<file path="src/rtl/lc3_seq_alu.sv">
// Multi-cycle LC-3 ALU: single-step ADD/AND/NOT/PASS, iterative MUL and shifts,
// valid/ready on both sides and a registered one-hot NZP condition code.
module lc3_seq_alu #(
    parameter int WIDTH  = 16,
    parameter int IMM_W  = 5,
    parameter int MUL_EN = 1
) (
    input  logic             clk,
    input  logic             rst_n,
    input  logic             in_valid,
    output logic             in_ready,
    input  logic [2:0]       op,
    input  logic             sr2mux,
    input  logic [IMM_W-1:0] imm,
    input  logic [WIDTH-1:0] src_a,
    input  logic [WIDTH-1:0] src_b,
    output logic             out_valid,
    input  logic             out_ready,
    output logic [WIDTH-1:0] result,
    output logic [2:0]       cc
);

    localparam int SH_W = $clog2(WIDTH);

    localparam logic [2:0] OP_ADD  = 3'b000;
    localparam logic [2:0] OP_AND  = 3'b001;
    localparam logic [2:0] OP_NOT  = 3'b010;
    localparam logic [2:0] OP_PASS = 3'b011;
    localparam logic [2:0] OP_MUL  = 3'b100;
    localparam logic [2:0] OP_SHL  = 3'b101;
    localparam logic [2:0] OP_SRA  = 3'b110;

    typedef enum logic [1:0] {IDLE, EXEC, DONE} state_t;

    state_t state, state_next;

    logic signed [WIDTH-1:0] imm_ext;
    logic signed [WIDTH-1:0] b_mux;
    logic signed [WIDTH-1:0] single;
    logic signed [WIDTH-1:0] work;
    logic signed [WIDTH-1:0] mcand;
    logic signed [WIDTH-1:0] step;
    logic        [WIDTH-1:0] mplier;
    logic        [SH_W-1:0]  sh;
    logic        [SH_W-1:0]  count;
    logic        [2:0]       op_reg;
    logic                    is_mul;
    logic                    is_shift;
    logic                    accept;

    function automatic logic [2:0] nzp(input logic signed [WIDTH-1:0] v);
        if (v == '0)
            return 3'b010;
        else if (v[WIDTH-1])
            return 3'b100;
        return 3'b001;
    endfunction

    // Shifts only reach this path with SH == 0, where the result is A itself.
    function automatic logic signed [WIDTH-1:0] single_step(
        input logic        [2:0]       o,
        input logic signed [WIDTH-1:0] a,
        input logic signed [WIDTH-1:0] b
    );
        case (o)
            OP_ADD:         return a + b;
            OP_AND:         return a & b;
            OP_NOT:         return ~a;
            OP_PASS:        return b;
            OP_SHL, OP_SRA: return a;
            default:        return '0;
        endcase
    endfunction

    assign imm_ext  = {{(WIDTH-IMM_W){imm[IMM_W-1]}}, imm};
    assign b_mux    = sr2mux ? imm_ext : src_b;
    assign sh       = b_mux[SH_W-1:0];
    assign is_mul   = (op == OP_MUL) && (MUL_EN != 0);
    assign is_shift = (op == OP_SHL) || (op == OP_SRA);
    assign single   = single_step(op, src_a, b_mux);

    assign in_ready  = (state == IDLE);
    assign out_valid = (state == DONE);
    assign accept    = in_valid && in_ready;

    always_comb begin
        step = work;
        case (op_reg)
            OP_MUL:  step = work + (mplier[0] ? mcand : '0);
            OP_SHL:  step = {work[WIDTH-2:0], 1'b0};
            OP_SRA:  step = {work[WIDTH-1], work[WIDTH-1:1]};
            default: step = work;
        endcase
    end

    always_ff @(posedge clk) begin
        if (!rst_n)
            state <= IDLE;
        else
            state <= state_next;
    end

    always_comb begin
        state_next = state;
        case (state)
            IDLE: begin
                if (in_valid)
                    state_next = (is_mul || (is_shift && sh != '0)) ? EXEC : DONE;
            end
            EXEC: begin
                if (count == '0)
                    state_next = DONE;
            end
            DONE: begin
                if (out_ready)
                    state_next = IDLE;
            end
            default: state_next = IDLE;
        endcase
    end

    // result/cc change only on entry to DONE, so they hold under backpressure.
    always_ff @(posedge clk) begin
        if (!rst_n) begin
            result <= '0;
            cc     <= 3'b010;
        end else if (accept && state_next == DONE) begin
            result <= single;
            cc     <= nzp(single);
        end else if (state == EXEC && count == '0) begin
            result <= step;
            cc     <= nzp(step);
        end
    end

    // count holds iterations remaining minus one: WIDTH-1 for MUL, SH-1 for shifts.
    always_ff @(posedge clk) begin
        if (accept) begin
            op_reg <= op;
            mcand  <= src_a;
            mplier <= b_mux;
            work   <= is_mul ? '0 : src_a;
            count  <= is_mul ? SH_W'(WIDTH - 1) : sh - 1'b1;
        end else if (state == EXEC) begin
            work   <= step;
            mcand  <= {mcand[WIDTH-2:0], 1'b0};
            mplier <= mplier >> 1;
            count  <= count - 1'b1;
        end
    end

endmodule

</file>
<file path="config.mk">
export PLATFORM = sky130hd
export DESIGN_NAME = lc3_seq_alu
export DESIGN_NICKNAME = d
export VERILOG_FILES = /design/src/rtl/lc3_seq_alu.sv
export SDC_FILE = /design/constraint.sdc
export NUM_CORES = 1
export LEC_CHECK = 0
export ABC_AREA = 1
export BUFFER_PORTS_ARGS = -buffer_cell sky130_fd_sc_hd__buf_2
export CAP_MARGIN = 5
export CORE_ASPECT_RATIO = 1.75
export CORE_MARGIN = 2
export CORE_UTILIZATION = 40
export CTS_BUF_LIST = sky130_fd_sc_hd__clkbuf_16
export DETAILED_ROUTE_END_ITERATION = 8
export HOLD_SLACK_MARGIN = 0.12
export PLACE_DENSITY = 0.54
export SLEW_MARGIN = 20
export SYNTH_ARGS = -nofsm -noshare
export SYNTH_HDL_FRONTEND = slang
export SYNTH_SLANG_ARGS = --single-unit
export TNS_END_PERCENT = 100
</file>
<file path="constraint.sdc">
create_clock -name clk -period 3.3 [get_ports clk]
set_input_delay 0.66 -clock clk [delete_from_list [all_inputs] [get_ports clk]]
set_output_delay 0.66 -clock clk [all_outputs]
set_load 0.02 [all_outputs]
</file>
# After elaboration in Yosys (flattened, before gate mapping)
# Cells that the tools add are included.
[totals] wordCells=79 mem_bits_rw=0 memories=0 register_bits=76 latchBits=0 out_inout_bits=21 mem_bits_ro=0
[op_classes] bitwise_logic=2 n_shift=0 muxes=38 addsub=4 n_eq_ne=12 order_cmp=0 multipliers=0 div=0 reduce_logical=15
[ops] cell="2-to-1 mux 16 bit" n=11
[ops] cell="one-hot mux 16 bit (5 select lines)" n=1
[ops] cell="one-hot mux 16 bit (3 select lines)" n=1
[ops] cell="adder 16 bit" n=2
[ops] cell="zero test 16 bit" n=2
[ops] cell="2-to-1 mux 3 bit" n=8
[ops] cell="equality test 3 bit, second input constant" n=6
[ops] cell="bitwise AND 16 bit" n=1
[ops] cell="NOT 16 bit" n=1
[ops] cell="2-to-1 mux 4 bit" n=3
[ops] cell="2-to-1 mux 1 bit" n=9
[ops] cell="2-to-1 mux 2 bit" n=4
[ops] cell="subtractor 4 x 1 -> 4 bit, second input constant" n=2
[ops] cell="equality test 3 x 2 -> 1 bit, second input constant" n=2
[ops] cell="one-hot mux 2 bit (3 select lines)" n=1
[ops] cell="equality test 2 bit, second input constant" n=2
[ops] cell="logical AND 1 bit" n=4
[ops] cell="zero test 4 bit" n=1
[ops] cell="nonzero test 2 bit" n=2
[ops] cell="nonzero test 4 bit" n=1
[ops] cell="equality test 3 x 1 -> 1 bit, second input constant" n=1
[ops] cell="zero test 3 bit" n=1
[ops] cell="equality test 2 x 1 -> 1 bit, second input constant" n=1
[ops] cell="zero test 2 bit" n=1
[ops] cell="2 further kinds" n=3

# Longest topological paths before layout
[logic_depth] word_depth=14 mapped_depth=24

# Worst setup path before layout
# OpenSTA, ideal clock, no wires.
[synth_path] kind="input port to flip-flop" startpoint="input port sr2mux" endpoint="register cc[0]" required_time_ns=3.191 arrival_time_ns=2.884 path_slack_ns=0.307 setup_ns=0.109 cell_stages=18 path_cell_list="inv_2 or2_2 o21a_1 ha_1 fa_1 nand3_1 nand3_1 or2_2 nand3_1 o211ai_1 nor2_1 nand2_1 nor2_1 nand2_1 nand2_1 nand3_1 nand2_1 inv_1"
[synth_between] elab_chain_len=10 elab_cells_between_ends=21 cone_classes="1 x add/sub; 1 x eq/ne; 12 x mux; 1 x bitwise; 6 x reduce/logical"
[synth_rtl] item="from (decl)" line_no="13" source="input logic sr2mux,"
[synth_rtl] item="2-to-1 mux 16 bit (*)" line_no="76" source="assign b_mux = sr2mux ? imm_ext : src_b;"
[synth_rtl] item="branches (longest 9 deep; another with adder 16 bit)"
[synth_rtl] item="to (signal assigned)" line_no="129" source="cc <= nzp(single);"
[synth_rtl] item="to (signal assigned)" line_no="132" source="cc <= nzp(step);"
[synth_rtl] item="to (decl)" line_no="20" source="output logic [2:0] cc"
# Mark *: on every way between the ends. The select of a mux whose other input is x is not followed.
# A chain may end at the register's enable or synchronous reset.

# Worst setup path in the final report
# Ends and elaborated chain as after synthesis.

==> summary.txt <==
status = completed
multi-input logic area = 3750 um2
Pre-antenna DRT Iters = 7
CTS Buf Count = 9
Syn Nets = 1,105
# Post-CTS Setup Buffers = 0
setup TNS = 0 ps
Max Transition Viols Final = 0
RR Endpoint = cc[0]$_SDFFE_PN0P_
Die W = 101 um
Die Ht = 174 um
synthesized cell area = 6580 um2
pwr/cell area = 486 nW/um2
Synth Flop Type = edfxtp_1
Setup Skew = 11.1 ps
via-per-instance ratio = 5.18
wire per inst = 15.9 um
I/O pin count = 66
number of antenna violations at the first check in global routing = 0
CTS clk-pin slew, worst paths = 60 ps
initial core utilization = 40.4%
number of setup violations in the final report = 0
slowest cell on the critical path = fa_1
Yosys reg bits = 76
post-route ant nets = 0
synth warn = 0
Tcrit/Tclk final = 87.9%
CTS tree = yes
post-synth top area share = 25.1%
DRC marker count from the first detailed-route iteration = 297
IO Port Bufs = 65
final WL = 20.6 mm
Register Area = 2070 um2
CP max stage delay = 460 ps
Synth area leaders = edfxtp_1 25%, nand2_1 22%, inv_1 9.1%
number of synthesized flops with an enable pin = 55
Hold Crit Class = reg -> reg
Worst Hold End = result[12]$_SDFFE_PN0P_
Slew HR = 58.9%
Final min period = 2900 ps
most frequent cell after synthesis = nand2_1
worst path cell trace = buf_2, inv_2, or2_2, o21a_1, ha_1, fa_1, nand3_1, nand3_1, or2_2, nand3_1, o211ai_1, nor2_1, nand2_1, nor2_1, nand2_1, nand2_1, nand3_1, nand2_1, inv_1
hold_buf cts = 0
Via Count = 6,712
largest net degree at the start of global routing = 34
synth cell count leaders = 378 x nand2_1, 159 x inv_1, 90 x nor2_1, 67 x nand3_1, 55 x edfxtp_1
nets = 1,178
Seq/Total Area, Yosys = 31.5%
R2R Setup Slk = 460 ps
Core ar. = 16,300 um2
global-route wire length before repair = 32.8 mm
CP delay by family, top = simple AND/OR/NAND/NOR gates
hold depth = 2
grt ovf = 0
Area Overhead vs Synth = 15.1%
placed instance area = 7200 um2
CTS sink count = 76
vias in the first global route = 6,623
Final Hold Vio Count = 0
Total GRT Usage = 24.0%
min-delay src = result[12]$_SDFFE_PN0P_
Yosys cell types = 45
Crit. Startpoint = sr2mux
hpwl dp = 17.2 mm
nature of the critical path endpoint = flip-flop
clock latency at the later pin of the worst-skew pair = 340 ps
H-tree levels = 3
Worst Max-Slew Pin Slew = 615 ps
Max-Cap Viols = 0
die area = 17,500 um2
biggest area consumer among synthesized cells = edfxtp_1
fraction of layout cells with a size suffix above 1 = 11.9%
Routability Congestion = 0.948
Fillers = 1,735
Req. time, crit path = 3540 ps
reg-to-reg startpoint = mcand[0]$_SDFFCE_PN0P_
VDD IR max = 0.242 mV
achievable frequency = 0.345 GHz
deepest clock path buffer count = 2
CP startpoint kind = input port
CP bufs+invs = 3
CTS root buffer = clkbuf_16
Mean Syn Cell Area = 6.42 um2
post-synthesis cell count = 1,025
row count = 62
Worst EP arrival = 3140 ps
Leak = 0.00396 uW
worst reg-to-reg path cell count = 21
Synth async-reset ratio = 0%
RSZ-0062 raised after global routing = false
Design Area, Final = 7570 um2
drc violations = 0
kind of critical path = in -> reg
CP max FO = 4
ANT cells = 0
==> cells in the final DEF (no fill, tap or decap), types with 21 or more instances in the layout <==
cell / Yosys / final
inv_1: 159 / 160
buf_2: 0 / 65
nand3_1: 67 / 66
nor2_1: 90 / 90
a21oi_1: 29 / 29
o22ai_1: 30 / 30
ha_1: 33 / 33
buf_4: 5 / 21
nand2_1: 378 / 377
edfxtp_1: 55 / 55
dfxtp_1: 21 / 21
o21ai_0: 32 / 32
==> final cells by class <==
type	instances	area share [%]
Tap cell	192	3.17
Sequential cell	76	27.4
Inverter	166	8.26
Timing Repair Buffer	88	6.90
Multi-Input combinational cell	757	49.5
Clock buffer	9	2.97
Clock inverter	7	1.87
==> cells by family after synthesis <==
kind of cell | Yosys count | synth area share (%)
AND/OR/NAND/NOR | 582 | 36.6
buffers and inverters | 192 | 11.7
AO/OA/AOI/OAI | 137 | 12.9
flip-flops | 76 | 31.5
adder cells (fa/ha/maj) | 35 | 6.88
XOR/XNOR | 3 | 0.399
==> where the power goes <==
group	internal, uW	switching (uW)	total (uW)	leakage, uW
logic	419	796	1210	0.00307
registers	1170	62.8	1240	0.000708
clock network	816	417	1230	0.000181
==> how the worst max path moves through the flow <==
stage / endpoint / slack (ps) / cells after the start
2_1_floorplan: cc[0]$_SDFFE_PN0P_ / 310 / 18
3_3_place_gp: cc[0]$_SDFFE_PN0P_ / 70 / 19
3_5_place_dp: cc[0]$_SDFFE_PN0P_ / 30 / 19
4_1_cts: cc[0]$_SDFFE_PN0P_ / 390 / 19
5_1_grt: cc[0]$_SDFFE_PN0P_ / 20 / 24
6_report: cc[0]$_SDFFE_PN0P_ / 400 / 19
==> through the flow <==
stage	total power [uW]	utilization (%)	instances	hold slack, ps	setup WS, ps
after floorplan	2110	-	1025	500	307
after global placement	2470	44.2	1279	487	66.6
after detailed placement	2470	44.2	1279	487	32.9
after CTS	3710	46.5	1295	497	389
after global routing	3910	46.5	1295	520	15.8
final	3680	46.5	1295	490	400
==> tightest hold or removal path, stage by stage (launching register included) <==
cell and delay, ps:
dfxtp_1 320, nand2_1 60, a31oi_1 60
==> repair_timing <==
item | in CTS | in global routing
hold endpoints to repair | 0 | 0
endpoints found under the setup margin | 0 | 1
resized for setup | 0 | 1
==> per-layer routing <==
| metal | vias to the layer above | track usage [%] | wire length [um] |
|---|---|---|---|
| li1 | 3473 | - | - |
| met1 | 3055 | 24.6 | 7670 |
| met2 | 139 | 46.9 | 11400 |
| met3 | 45 | 2.06 | 549 |
| met4 | 0 | 11.8 | 930 |
| met5 | - | 0 | 0 |
No activity file was read; power rests on OpenSTA's default activity.
